--- src/rtl/sym_vn_lut_loader_if.sv ---
// sym_vn_lut_loader_if
// Bundles the loader's entry stream (valid/ready) and the symmetric VN
// IB-LUT write port into one interface.
//   master : the loader. It takes in the entry stream and drives entry_ready
//            and the LUT write port.
//   slave  : the environment. It is the entry source and the LUT write sink.
// Signals:
//   entry_in / entry_valid / entry_ready : serial LUT entry handshake
//   lut_in_bank0 / lut_in_bank1          : even/odd entry of the current page
//   page_write_addr                      : page being written
//   write_addr_offset                    : target frame slot
//   we                                   : one-cycle write strobe per page
interface sym_vn_lut_loader_if #(
  parameter int LUT_PORT_SIZE = 3,
  parameter int PAGE_W        = 4
);
  logic [LUT_PORT_SIZE-1:0] entry_in;
  logic                     entry_valid;
  logic                     entry_ready;
  logic [LUT_PORT_SIZE-1:0] lut_in_bank0;
  logic [LUT_PORT_SIZE-1:0] lut_in_bank1;
  logic [PAGE_W-1:0]        page_write_addr;
  logic                     write_addr_offset;
  logic                     we;

  modport master (
    input  entry_in, entry_valid,
    output entry_ready, lut_in_bank0, lut_in_bank1,
           page_write_addr, write_addr_offset, we
  );

  modport slave (
    output entry_in, entry_valid,
    input  entry_ready, lut_in_bank0, lut_in_bank1,
           page_write_addr, write_addr_offset, we
  );
endinterface

--- src/rtl/sym_vn_lut_loader.sv ---
// sym_vn_lut_loader
// Write-side controller for the symmetric VN IB-LUT. It takes a serial stream
// of LUT entries and pairs them into bank0/bank1 words, with the even entry
// first. It issues one write pulse per page, walks every page of one frame
// slot, and then pulses load_done. It runs entirely in the write_clk domain.
// Ports:
//   write_clk   : write-domain clock, rising edge
//   rstn        : synchronous active-low reset
//   load_start  : request to load one slot (seen only while idle)
//   load_offset : target frame slot, latched when a start is accepted
//   busy        : load in progress (collecting or writing)
//   load_done   : one-cycle pulse after the last page write
//   lut_if      : entry stream + LUT write port (master side)
// Optional build macro SYM_VN_LOADER_PARITY_EN adds these ports:
//   entry_parity : even parity over entry_in
//   err_clr      : clears parity_err
//   parity_err   : sticky flag, set on a handshake with bad parity
module sym_vn_lut_loader #(
  parameter int QUAN_SIZE       = 3,
  parameter int LUT_PORT_SIZE   = 3,
  parameter int ENTRY_ADDR      = 5,
  parameter int MULTI_FRAME_NUM = 2
) (
  input  logic                 write_clk,
  input  logic                 rstn,
  input  logic                 load_start,
  input  logic                 load_offset,
`ifdef SYM_VN_LOADER_PARITY_EN
  input  logic                 entry_parity,
  input  logic                 err_clr,
  output logic                 parity_err,
`endif
  output logic                 busy,
  output logic                 load_done,
  sym_vn_lut_loader_if.master  lut_if
);
  localparam int PAGE_W = ENTRY_ADDR - $clog2(MULTI_FRAME_NUM);
  localparam logic [PAGE_W-1:0] LAST_PAGE = '1;

  typedef enum logic [2:0] {IDLE, COL_LO, COL_HI, WR, DONE} state_t;

  state_t                   state, state_nxt;
  logic [PAGE_W-1:0]        page_cnt;
  logic [PAGE_W-1:0]        page_addr_q;
  logic [LUT_PORT_SIZE-1:0] bank0_q, bank1_q;
  logic                     offset_q;
  logic                     ready;
  logic                     hs;

  assign hs = ready & lut_if.entry_valid;

  always_ff @(posedge write_clk) begin
    if (!rstn) state <= IDLE;
    else       state <= state_nxt;
  end

  // Every control output is a decode of the state register.
  always_comb begin
    state_nxt = state;
    ready     = 1'b0;
    busy      = 1'b0;
    lut_if.we = 1'b0;
    load_done = 1'b0;
    unique case (state)
      IDLE: begin
        if (load_start) state_nxt = COL_LO;
      end
      COL_LO: begin
        ready = 1'b1;
        busy  = 1'b1;
        if (hs) state_nxt = COL_HI;
      end
      COL_HI: begin
        ready = 1'b1;
        busy  = 1'b1;
        if (hs) state_nxt = WR;
      end
      WR: begin
        busy      = 1'b1;
        lut_if.we = 1'b1;
        state_nxt = (page_cnt == LAST_PAGE) ? DONE : COL_LO;
      end
      DONE: begin
        load_done = 1'b1;
        state_nxt = IDLE;
      end
      default: state_nxt = IDLE;
    endcase
  end

  // page_write_addr is loaded together with bank1. This makes it equal
  // page_cnt for the whole WR cycle and hold that value afterwards.
  always_ff @(posedge write_clk) begin
    if (!rstn) begin
      page_cnt    <= '0;
      page_addr_q <= '0;
      bank0_q     <= '0;
      bank1_q     <= '0;
      offset_q    <= 1'b0;
    end else begin
      unique case (state)
        IDLE: if (load_start) begin
          offset_q <= load_offset;
          page_cnt <= '0;
        end
        COL_LO: if (hs) bank0_q <= lut_if.entry_in;
        COL_HI: if (hs) begin
          bank1_q     <= lut_if.entry_in;
          page_addr_q <= page_cnt;
        end
        WR: if (page_cnt != LAST_PAGE) page_cnt <= page_cnt + 1'b1;
        default: ;
      endcase
    end
  end

  assign lut_if.entry_ready       = ready;
  assign lut_if.lut_in_bank0      = bank0_q;
  assign lut_if.lut_in_bank1      = bank1_q;
  assign lut_if.page_write_addr   = page_addr_q;
  assign lut_if.write_addr_offset = offset_q;

`ifdef SYM_VN_LOADER_PARITY_EN
  // A mismatch seen in the same cycle as err_clr still sets the flag.
  always_ff @(posedge write_clk) begin
    if (!rstn)                                          parity_err <= 1'b0;
    else if (hs && (entry_parity != ^lut_if.entry_in))  parity_err <= 1'b1;
    else if (err_clr)                                   parity_err <= 1'b0;
  end
`endif

endmodule

--- src/flat_wrapper.sv ---
// flat-port wrapper written by rule: the top's interface ports become plain ports
module sym_vn_lut_loader_flat 
#(
  parameter int QUAN_SIZE       = 3,
  parameter int LUT_PORT_SIZE   = 3,
  parameter int ENTRY_ADDR      = 5,
  parameter int MULTI_FRAME_NUM = 2
)
  (write_clk, rstn, load_start, load_offset, busy, load_done, lut_if_entry_in, lut_if_entry_valid, lut_if_entry_ready, lut_if_lut_in_bank0, lut_if_lut_in_bank1, lut_if_page_write_addr, lut_if_write_addr_offset, lut_if_we);
  sym_vn_lut_loader_if #(.LUT_PORT_SIZE(LUT_PORT_SIZE), .PAGE_W((4))) lut_if_i ();
  input  logic write_clk;
  input  logic rstn;
  input  logic load_start;
  input  logic load_offset;
  output logic busy;
  output logic load_done;
  input wire logic [$bits(lut_if_i.entry_in)-1:0] lut_if_entry_in;
  input wire logic [$bits(lut_if_i.entry_valid)-1:0] lut_if_entry_valid;
  output wire logic [$bits(lut_if_i.entry_ready)-1:0] lut_if_entry_ready;
  output wire logic [$bits(lut_if_i.lut_in_bank0)-1:0] lut_if_lut_in_bank0;
  output wire logic [$bits(lut_if_i.lut_in_bank1)-1:0] lut_if_lut_in_bank1;
  output wire logic [$bits(lut_if_i.page_write_addr)-1:0] lut_if_page_write_addr;
  output wire logic [$bits(lut_if_i.write_addr_offset)-1:0] lut_if_write_addr_offset;
  output wire logic [$bits(lut_if_i.we)-1:0] lut_if_we;
  assign lut_if_i.entry_in = lut_if_entry_in;
  assign lut_if_i.entry_valid = lut_if_entry_valid;
  assign lut_if_entry_ready = lut_if_i.entry_ready;
  assign lut_if_lut_in_bank0 = lut_if_i.lut_in_bank0;
  assign lut_if_lut_in_bank1 = lut_if_i.lut_in_bank1;
  assign lut_if_page_write_addr = lut_if_i.page_write_addr;
  assign lut_if_write_addr_offset = lut_if_i.write_addr_offset;
  assign lut_if_we = lut_if_i.we;
  sym_vn_lut_loader #(.QUAN_SIZE(QUAN_SIZE), .LUT_PORT_SIZE(LUT_PORT_SIZE), .ENTRY_ADDR(ENTRY_ADDR), .MULTI_FRAME_NUM(MULTI_FRAME_NUM)) u_core (.write_clk(write_clk), .rstn(rstn), .load_start(load_start), .load_offset(load_offset), .busy(busy), .load_done(load_done), .lut_if(lut_if_i));
endmodule
--- config.mk ---
export PLATFORM = sky130hd
export DESIGN_NAME = sym_vn_lut_loader_flat
export DESIGN_NICKNAME = d
export VERILOG_FILES = /design/src/rtl/sym_vn_lut_loader_if.sv /design/src/rtl/sym_vn_lut_loader.sv /design/src/flat_wrapper.sv
export SDC_FILE = /design/constraint.sdc
export NUM_CORES = 1
export LEC_CHECK = 0
export CAP_MARGIN = 10
export CORE_UTILIZATION = 35
export DETAILED_ROUTE_END_ITERATION = 10
export DONT_BUFFER_PORTS = 1
export PLACE_DENSITY_LB_ADDON = 0.2
export SKIP_LAST_GASP = 1
export SYNTH_ARGS = -nofsm -noshare
export SYNTH_HDL_FRONTEND = slang
export SYNTH_SLANG_ARGS = --single-unit
--- constraint.sdc ---
create_clock -name write_clk -period 1.7 [get_ports write_clk]
set_input_delay 0.425 -clock write_clk [delete_from_list [all_inputs] [get_ports write_clk]]
set_output_delay 0.425 -clock write_clk [all_outputs]
set_load 0.005 [all_outputs]
==> results of run 1 <==
## timing repair
item                                    in CTS  in global routing
endpoints found under the setup margin       0                  1
buffers inserted                             0                  0
endpoints found under the hold margin        0                  0
resized for setup                            0                  1
## layer usage
layer / vias to the layer above / track usage, % / share of wire (%)
met2: 28 / 20.2 / 40
met3: 6 / 4.46 / 8.4
met4: 0 / 5.56 / 1.9
li1: 287 / - / -
met1: 256 / 19.0 / 50
met5: - / 0 / 0
## flip-flops by register name (all words and copies together) (netlist names)
name / flops
u_core.lut_if.write_addr_offset: 1
u_core.lut_if.lut_in_bank1: 3
u_core.page_cnt: 4
u_core.lut_if.lut_in_bank0: 3
u_core.lut_if.page_write_addr: 4
u_core.state: 3
## power by group
part | leakage, nW | internal, mW | switching [mW] | total [mW]
logic | 0.156 | 0.0348 | 0.0269 | 0.0617
registers | 0.146 | 0.433 | 0.0151 | 0.448
clock network | 0.0210 | 0.130 | 0.129 | 0.260
## cell type report
class                           count  share of cell area [%]
Clock buffer                        4                    4.04
Inverter                            1                   0.418
Multi-Input combinational cell     58                    49.7
Sequential cell                    18                    40.3
Tap cell                           28                    3.91
Timing Repair Buffer                2                    1.67
## per-stage QoR
stage	cell area [µm²]	hold WS, ns	setup slack [ns]	util (%)
finish	897	0.261	0.113	40.2
global route	897	0.247	0.0156	40.2
CTS	896	0.254	0.0494	40.1
detailed placement	860	0.519	0.322	38.5
global placement	860	0.523	0.345	38.5
floorplan	836	0.473	0.352	-
## cell usage after synthesis, drive strengths merged
cell type	count
dfxtp	18
mux2i	13
nor2b	13
buf	4
nand3	4
a21oi	3
nand2	3
nand2b	3
a211oi	2
and3	2
nor2	2
nor3	2
a41oi	1
and2	1
and3b	1
and4b	1
and4bb	1
clkbuf	1
ha	1
inv	1
nand3b	1
nor3b	1
nor4bb	1
o2bb2ai	1
or4b	1
## cells in the final DEF (no fill, tap or decap)
cell and instances:
dfxtp_1 17, mux2i_1 13, nor2b_1 13, nand3_1 4, nand2b_1 3, a21oi_1 3
nand2_1 3, clkbuf_4 3, nor2_1 2, nor3_1 2, a211oi_1 2, buf_4 2
and3b_1 1, and2_1 1, or4b_4 1, and3_4 1, o2bb2ai_2 1, nand3b_1 1
nor4bb_2 1, and4bb_1 1, nor3b_1 1, a41oi_1 1, and4b_1 1, inv_1 1
and3_1 1, ha_1 1, clkbuf_8 1, dfxtp_2 1
## worst min path at each step
stage	slack, ns	end	depth (start not counted)	startpoint
global route	0.25	u_core.lut_if.page_write_addr[1]$_SDFFE_PN0P_	1	rstn
floorplan	0.47	u_core.page_cnt[3]$_SDFFE_PN0P_	1	u_core.page_cnt[3]$_SDFFE_PN0P_
detailed placement	0.52	u_core.page_cnt[3]$_SDFFE_PN0P_	1	u_core.page_cnt[3]$_SDFFE_PN0P_
finish	0.26	u_core.lut_if.write_addr_offset$_SDFFE_PN0P_	1	rstn
CTS	0.25	u_core.lut_if.lut_in_bank0[1]$_SDFFE_PN0P_	1	rstn
global placement	0.52	u_core.page_cnt[3]$_SDFFE_PN0P_	1	u_core.page_cnt[3]$_SDFFE_PN0P_
## logic make-up (layout without fill, tap and decap cells)
| family | after synthesis | in the layout | synth area share (%) |
|---|---|---|---|
| adders and majority gates | 1 | 1 | 1.50 |
| and+or+nand+nor | 37 | 37 | 29.0 |
| AOI/OAI and AO/OA | 7 | 7 | 6.44 |
| muxes | 13 | 13 | 15.6 |
| DFF | 18 | 18 | 43.1 |
| buffers and inverters | 6 | 7 | 4.34 |
==> impl_metrics.csv, run 1 <==
group,metric,value,unit
min_path,hp-class,"input pin to flip-flop",
yosys,ys_seq_elements,18,
sta,rsz0062_at_grt,"false",
placement,place.gp.congestion,0.746,
yosys,synth_cell_types,28,
setup_path,setup.worst_path.end,"lut_if_we",
yosys,syn_nets,91,
yosys,ys_warn_count,0,
cells_and_area,n_antenna_cell,0,
floorplan,coreArea,0.00223,mm²
pwr,pwr_density_cell,858,mW/mm²
cts,numCtsBuffers,3,
setup_path,path_depth,1,
cts,path_clk_slew,0.10,ns
sta,slew_violations,0,
setup_path,crit_family,"flip-flops",
setup_path,end_kind,"primary output",
sta,finalSetupViolCount,0,
yosys,syn_area,836,µm²
cts,cts_tree,"yes",
detailed_routing,antenna_left,0,
yosys,ys_seq_area_share,43.1,%
setup_path,crit_chain,"and3b_1",
detailed_routing,vias_per_cell,5.20,
setup_path,crit_buf_inv,0,
yosys,syn_area_per_cell,10.2,µm²
sta,finalCriticalPeriod,1.59,ns
run,maxCapViolCount,0,
sta,fin_skew,0.00109,ns
yosys,synthTopCellsByArea,"dfxtp_1, mux2i_1, nor2b_1",
setup_path,reg2reg_from,"u_core.state[1]$_SDFFE_PN0P_",
detailed_routing,wl_per_cell,14.0,µm
cells_and_area,final_cells,111,
floorplan,die_w,50.9,µm
cts,cts_buffer_depth,2,
setup_path,cp-start-kind,"flip-flop",
detailed_routing,vias,577,
yosys,synth_top_area_share,43.1,%
cells_and_area,register_area,362,µm²
cts,cts_max_level,1,
grt,grt_pass1_wl,2730,µm
setup_path,path_class,"flip-flop to primary output",
setup_path,reg2reg_depth,3,
setup_path,worstPathRequired,1.27,ns
sta,worst_pin_slew,0.294,ns
cells_and_area,areaGrowthSynthToFinish,7.34,%
sta,relSlewSlack,80.4,%
sta,setup_tns,0,ns
placement,io_buffers,0,
cells_and_area,layout.nets,93,
pwr,p_leak,0.323,nW
setup_path,rrSetupSlack,0.31,ns
detailed_routing,drc,0,
cts,cts_root_buf,"clkbuf_4",
grt,grt_pass1_vias,578,
status,run_status,"completed",
yosys,netlist_instances,82,
detailed_routing,drtIter0Drc,10,
grt,antenna_found_initial,0,
sta,fmax,630,MHz
pwr,total_power,0.770,mW
detailed_routing,routed_wl,1550,µm
grt,grt_max_degree,19,
placement,place_inst,107,
floorplan,pin_count,23,
sta,timing.final.hold_violations,0,
setup_path,timing.rr.end,"u_core.page_cnt[0]$_SDFFE_PN0P_",
cts,worst_skew_pair.late_latency,0.28,ns
grt,grtUsageTotal,14.0,%
floorplan,die_area,0.00259,mm²
setup_path,crit_path_top_delay_cell,"dfxtp_1",
setup_path,cp_data_arrival_time,1.16,ns
yosys,yosysTopAreaCell,"dfxtp_1",
floorplan,initial_core_util,37.4,%
cts,cts_num_sinks,18,
cells_and_area,drive_gt1_share,13.3,%
setup_path,path_max_fanout,10,
floorplan,dieHeight,50.9,µm
setup_path,crit_start,"u_core.state[1]$_SDFFE_PN0P_",
placement,dpl.hpwl,1110,µm
pwr,vdd_drop_max,0.000466,V
floorplan,rows,17,
cells_and_area,fillers,244,
detailed_routing,first_pass_iters,5,
cells_and_area,multiInputGateArea,445,µm²
setup_path,critPathMaxStageDelay,0.49,ns
sta,fin_crit_sh,93.3,%
cts,holdBufCountCts,0,
grt,overflow,0,
(Power assumes the default switching activity.)
==> run 2, diff against run 1 <==
--- a/config.mk
+++ b/config.mk
@@ -6,9 +6,10 @@
 export NUM_CORES = 1
 export LEC_CHECK = 0
 export CAP_MARGIN = 10
-export CORE_UTILIZATION = 35
+export CORE_UTILIZATION = 55
 export DETAILED_ROUTE_END_ITERATION = 10
 export DONT_BUFFER_PORTS = 1
+export GPL_TIMING_DRIVEN = 0
 export PLACE_DENSITY_LB_ADDON = 0.2
 export SKIP_LAST_GASP = 1
 export SYNTH_ARGS = -nofsm -noshare
==> run 2 against run 1 <==
Against the previous run: clock power about the same; combinational power up 25%; wire length down 9.1%; register-to-register slack worse by 0.02 ns; non-clock buffer count up 3; die area down 35%; sequential share of layout area up 0.14 points; maximum frequency up 3.2%; first-iteration DRC count down 40%; via count up 0.35%; global-route usage up 3.0 points; critical path type unchanged; largest power group unchanged.
==> impl_metrics.csv, run 2 (same netlist as run 1, synthesis figures left out) <==
group,metric,value,unit
grt,overflow,0,
cts,numCtsBuffers,3,
sta,worst_pin_slew,0.309,ns
detailed_routing,vias,579,
cts,path_clk_slew,0.11,ns
detailed_routing,vias_per_cell,5.73,
floorplan,die_w,41.0,µm
sta,rsz0062_at_grt,"false",
sta,fin_skew,0.00641,ns
sta,fin_crit_sh,90.4,%
cts,cts_root_buf,"clkbuf_4",
floorplan,rows,13,
cts,cts_buffer_depth,2,
pwr,vdd_drop_max,0.000700,V
cells_and_area,layout.nets,96,
setup_path,reg2reg_from,"u_core.state[0]$_SDFFE_PN0P_",
floorplan,initial_core_util,61.9,%
cells_and_area,areaGrowthSynthToFinish,6.59,%
cells_and_area,final_area,891,µm²
detailed_routing,routed_wl,1410,µm
sta,fmax,650,MHz
pwr,pwr_density_cell,874,mW/mm²
cts,post_cts_buffers,0,
detailed_routing,drc,0,
grt,grtUsageTotal,17.0,%
detailed_routing,antenna_left,0,
setup_path,timing.rr.end,"u_core.lut_if.lut_in_bank1[2]$_SDFFE_PN0P_",
grt,grt_max_degree,11,
placement,io_buffers,0,
min_path,hp-class,"input pin to flip-flop",
cts,holdBufCountCts,0,
detailed_routing,drtIter0Drc,6,
grt,grt_pass1_wl,1860,µm
setup_path,cp_data_arrival_time,1.11,ns
cells_and_area,fin_util,66.0,%
sta,setup_tns,0,ns
detailed_routing,first_pass_iters,4,
setup_path,worstPathRequired,1.27,ns
grt,grt_pass1_vias,438,
cells_and_area,drive_gt1_share,12.8,%
setup_path,reg2reg_depth,5,
sta,finalCriticalPeriod,1.54,ns
placement,pre_cts_ws,0.292,ns
detailed_routing,wl_per_cell,14.0,µm
sta,relSlewSlack,79.4,%
status,run_status,"completed",
setup_path,rrSetupSlack,0.29,ns
setup_path,end_kind,"primary output",
placement,placed_cell_area,855,µm²
floorplan,dieHeight,41.0,µm
sta,timing.final.hold_violations,0,
setup_path,setup.worst_path.end,"lut_if_we",
floorplan,pin_count,23,
setup_path,path_max_fanout,8,
setup_path,crit_start,"u_core.state[2]$_SDFFE_PN0P_",
min_path,min_path_cells,1,
grt,antenna_found_initial,0,
cts,cts_tree,"yes",
cells_and_area,final_common_cell,"dfxtp_1",
sta,worst_slack,0.162,ns
cts,cts_num_sinks,18,
sta,finalSetupViolCount,0,
sta,slew_violations,0,
placement,dpl.hpwl,1020,µm
cts,ctsResizeCount,0,
pwr,p_leak,0.334,nW
run,maxCapViolCount,0,
cells_and_area,final_cell_mix,"dfxtp_1, mux2i_1, nor2b_1, nand3_1",
cells_and_area,fillers,121,
placement,place.gp.congestion,0.732,
cells_and_area,n_antenna_cell,0,
setup_path,cp-start-kind,"flip-flop",
floorplan,die_area,0.00168,mm²
floorplan,coreArea,0.00135,mm²
cts,cts_max_level,1,
cts,worst_skew_pair.late_latency,0.29,ns
setup_path,path_class,"flip-flop to primary output",
run 2: cell types whose count changed in the layout (fill, tap and decap cells not counted):
cell,previous run,this run
buf_2,0,2
buf_4,2,1
buf_6,0,1
clkbuf_1,0,1
dfxtp_1,17,18
dfxtp_2,1,0
nor4bb_1,0,1
nor4bb_2,1,0
run 2: critical path, cell delays in order, from the launching register on:
cell	delay, ns
dfxtp_1	0.46
and3b_1	0.20
buf_2	0.17
run 2: cell type report:
class	count	area [µm²]	area share (%)
tap	15	18.8	2.11
clock buffer	4	36.3	4.07
buffer	5	32.5	3.65
multi-input combinational	58	439	49.3
sequential	18	360	40.4
inverter	1	3.75	0.421
run 2: power by group:
part / internal [mW] / switching (mW)
registers: 0.433 / 0.00722
clock network: 0.130 / 0.132
logic: 0.0399 / 0.0371
run 2: through the flow:
stage	power (mW)	hold slack [ns]	std cells
floorplan	0.516	0.473	82
global placement	0.526	0.523	97
detailed placement	0.527	0.515	97
CTS	0.789	0.250	101
global route	0.811	0.255	101
finish	0.779	0.255	101
run 2: how the worst min path moves through the flow:
stage                                                                to                             from  slack, ns
after global placement                  u_core.page_cnt[3]$_SDFFE_PN0P_  u_core.page_cnt[3]$_SDFFE_PN0P_       0.52
final                      u_core.lut_if.write_addr_offset$_SDFFE_PN0P_                             rstn       0.25
after floorplan                         u_core.page_cnt[3]$_SDFFE_PN0P_  u_core.page_cnt[3]$_SDFFE_PN0P_       0.47
after global routing      u_core.lut_if.page_write_addr[0]$_SDFFE_PN0P_                             rstn       0.25
after detailed placement                u_core.page_cnt[3]$_SDFFE_PN0P_  u_core.page_cnt[3]$_SDFFE_PN0P_       0.51
after CTS                  u_core.lut_if.write_addr_offset$_SDFFE_PN0P_                             rstn       0.25
run 2: layer usage:
| layer | GRT usage, % | routed length, µm | share of wire (%) |
|---|---|---|---|
| met1 | 18.7 | 632 | 45 |
| met2 | 29.7 | 667 | 47 |
| met3 | 8.15 | 105 | 7.4 |
| met4 | 2.50 | 7 | 0.50 |
| met5 | 0 | 0 | 0 |
==> run 3, diff against run 2 <==
--- a/config.mk
+++ b/config.mk
@@ -6,11 +6,12 @@
 export NUM_CORES = 1
 export LEC_CHECK = 0
 export CAP_MARGIN = 10
-export CORE_UTILIZATION = 55
+export CORE_UTILIZATION = 59
 export DETAILED_ROUTE_END_ITERATION = 10
 export DONT_BUFFER_PORTS = 1
 export GPL_TIMING_DRIVEN = 0
 export PLACE_DENSITY_LB_ADDON = 0.2
+export RECOVER_POWER = 100
 export SKIP_LAST_GASP = 1
 export SYNTH_ARGS = -nofsm -noshare
 export SYNTH_HDL_FRONTEND = slang
==> run 3 against run 2 <==
Against the previous run: die area shrank 6.5%; worst hold slack improved by 0.0039 ns; global-route usage up 5.3 points; via count rose by 1.4%; combinational power decreased by 2%; first-iteration DRC count increased by 130%.
==> impl_metrics.csv, run 3 (same netlist as run 1, synthesis figures left out) <==
group,metric,value,unit
status,run_status,"completed",
placement,io_buffers,0,
floorplan,coreArea,0.00130,mm²
cts,cts_max_level,1,
sta,relSlewSlack,79.8,%
cells_and_area,final_cell_mix,"dfxtp_1, mux2i_1, nor2b_1, nand3_1",
pwr,pwr_density_cell,875,mW/mm²
detailed_routing,wl_per_cell,14.3,µm
setup_path,crit_buf_inv,1,
cts,path_clk_slew,0.10,ns
pwr,p_leak,0.333,nW
setup_path,reg2reg_from,"u_core.state[0]$_SDFFE_PN0P_",
sta,whs,0.259,ns
cells_and_area,n_antenna_cell,0,
detailed_routing,drtIter0Drc,14,
sta,slew_violations,0,
setup_path,crit_family,"flip-flops",
floorplan,die_w,39.6,µm
sta,finalSetupViolCount,0,
grt,grt_pass1_vias,500,
cells_and_area,final_common_cell,"dfxtp_1",
detailed_routing,antenna_left,0,
sta,fmax,647,MHz
cts,worst_skew_pair.late_latency,0.29,ns
sta,rsz0062_at_grt,"false",
setup_path,critPathMaxStageDelay,0.32,ns
cts,cts_tree,"yes",
cells_and_area,fin_util,67.8,%
sta,fin_skew,0.00102,ns
detailed_routing,vias,587,
setup_path,end_kind,"primary output",
setup_path,crit_chain,"buf_4, nand2b_1, a21oi_1",
setup_path,timing.rr.end,"u_core.page_cnt[0]$_SDFFE_PN0P_",
pwr,clockPowerShare,33.3,%
grt,grtUsageTotal,22.3,%
setup_path,rrSetupSlack,0.22,ns
sta,timing.final.hold_violations,0,
setup_path,reg2reg_depth,4,
cts,cts_buffer_depth,2,
min_path,min_path_cells,1,
cells_and_area,fillers,119,
cells_and_area,layout.nets,96,
pwr,vdd_drop_max,0.000714,V
setup_path,crit_path_top_delay_cell,"dfxtp_1",
pwr,p_seq_share,57.0,%
grt,grt_max_degree,11,
pwr,pwr-share-comb,9.7,%
grt,overflow,0,
setup_path,cp_data_arrival_time,1.12,ns
setup_path,path_max_fanout,10,
grt,grt_pass1_wl,2240,µm
cts,ctsResizeCount,0,
cts,cts_num_sinks,18,
min_path,hp-start,"rstn",
sta,worst_pin_slew,0.304,ns
detailed_routing,vias_per_cell,5.81,
placement,place.gp.congestion,0.701,
floorplan,initial_core_util,64.2,%
min_path,hold_end,"u_core.lut_if.write_addr_offset$_SDFFE_PN0P_",
cells_and_area,areaGrowthSynthToFinish,5.54,%
detailed_routing,first_pass_iters,4,
grt,antenna_found_initial,0,
cells_and_area,drive_gt1_share,10.5,%
sta,fin_crit_sh,91.0,%
min_path,hp-class,"input pin to flip-flop",
detailed_routing,routed_wl,1450,µm
pwr,p_sw_share,22.2,%
cts,post_cts_buffers,0,
run,maxCapViolCount,0,
setup_path,cp-start-kind,"flip-flop",
cts,numCtsBuffers,3,
setup_path,path_class,"flip-flop to primary output",
setup_path,worstPathRequired,1.27,ns
sta,setup_tns,0,ns
floorplan,die_area,0.00157,mm²
floorplan,rows,13,
pwr,switchingPower,0.171,mW
floorplan,pin_count,23,
pwr,p_int,0.601,mW
cts,holdBufCountCts,0,
cts,cts_root_buf,"clkbuf_4",
floorplan,dieHeight,39.6,µm
placement,dpl.hpwl,1020,µm
detailed_routing,drc,0,
sta,finalCriticalPeriod,1.55,ns
==> run 3: worst max path at each step <==
stage / cells past startpoint / to / start / slack (ns)
after floorplan: 4 / u_core.page_cnt[0]$_SDFFE_PN0P_ / u_core.state[1]$_SDFFE_PN0P_ / 0.35
after global placement: 4 / u_core.page_cnt[0]$_SDFFE_PN0P_ / u_core.state[0]$_SDFFE_PN0P_ / 0.31
after detailed placement: 4 / u_core.page_cnt[0]$_SDFFE_PN0P_ / u_core.state[0]$_SDFFE_PN0P_ / 0.31
after CTS: 3 / lut_if_entry_ready / u_core.state[0]$_SDFFE_PN0P_ / 0.14
after global routing: 3 / lut_if_entry_ready / u_core.state[0]$_SDFFE_PN0P_ / 0.04
final: 3 / lut_if_entry_ready / u_core.state[0]$_SDFFE_PN0P_ / 0.15
==> run 3: layout make-up <==
cell class              count  area (µm²)  area share (%)
clock buffers               4        36.3            4.11
multi-input cells          58         430            48.8
flip-flops and latches     18         360            40.9
well taps                  15        18.8            2.13
inverters                   1        3.75           0.426
plain buffers               5        32.5            3.69
==> run 3: through the flow <==
step / cells / cell area [µm²] / worst slack, ns / power, mW
detailed placement: 97 / 855 / 0.309 / 0.528
global route: 101 / 882 / 0.0435 / 0.807
global placement: 97 / 855 / 0.314 / 0.525
CTS: 101 / 891 / 0.138 / 0.786
finish: 101 / 882 / 0.153 / 0.772
floorplan: 82 / 836 / 0.352 / 0.516
==> run 3: metal layers <==
metal  routed length, µm  track usage [%]  share of wire [%]
met1                 682             26.5                 47
met2                 624             33.2                 43
met3                 105             7.39                7.3
met4                  34             15.5                2.4
met5                   0                0                  0
==> run 3: power groups by stage <==
stage / registers (mW) / logic (mW) / clock network (mW)
2_1_floorplan: 0.448 / 0.0678 / 0
3_3_place_gp: 0.449 / 0.0760 / 0
3_5_place_dp: 0.450 / 0.0781 / 0
4_1_cts: 0.440 / 0.0783 / 0.267
5_1_grt: 0.441 / 0.0845 / 0.281
6_report: 0.440 / 0.0750 / 0.257
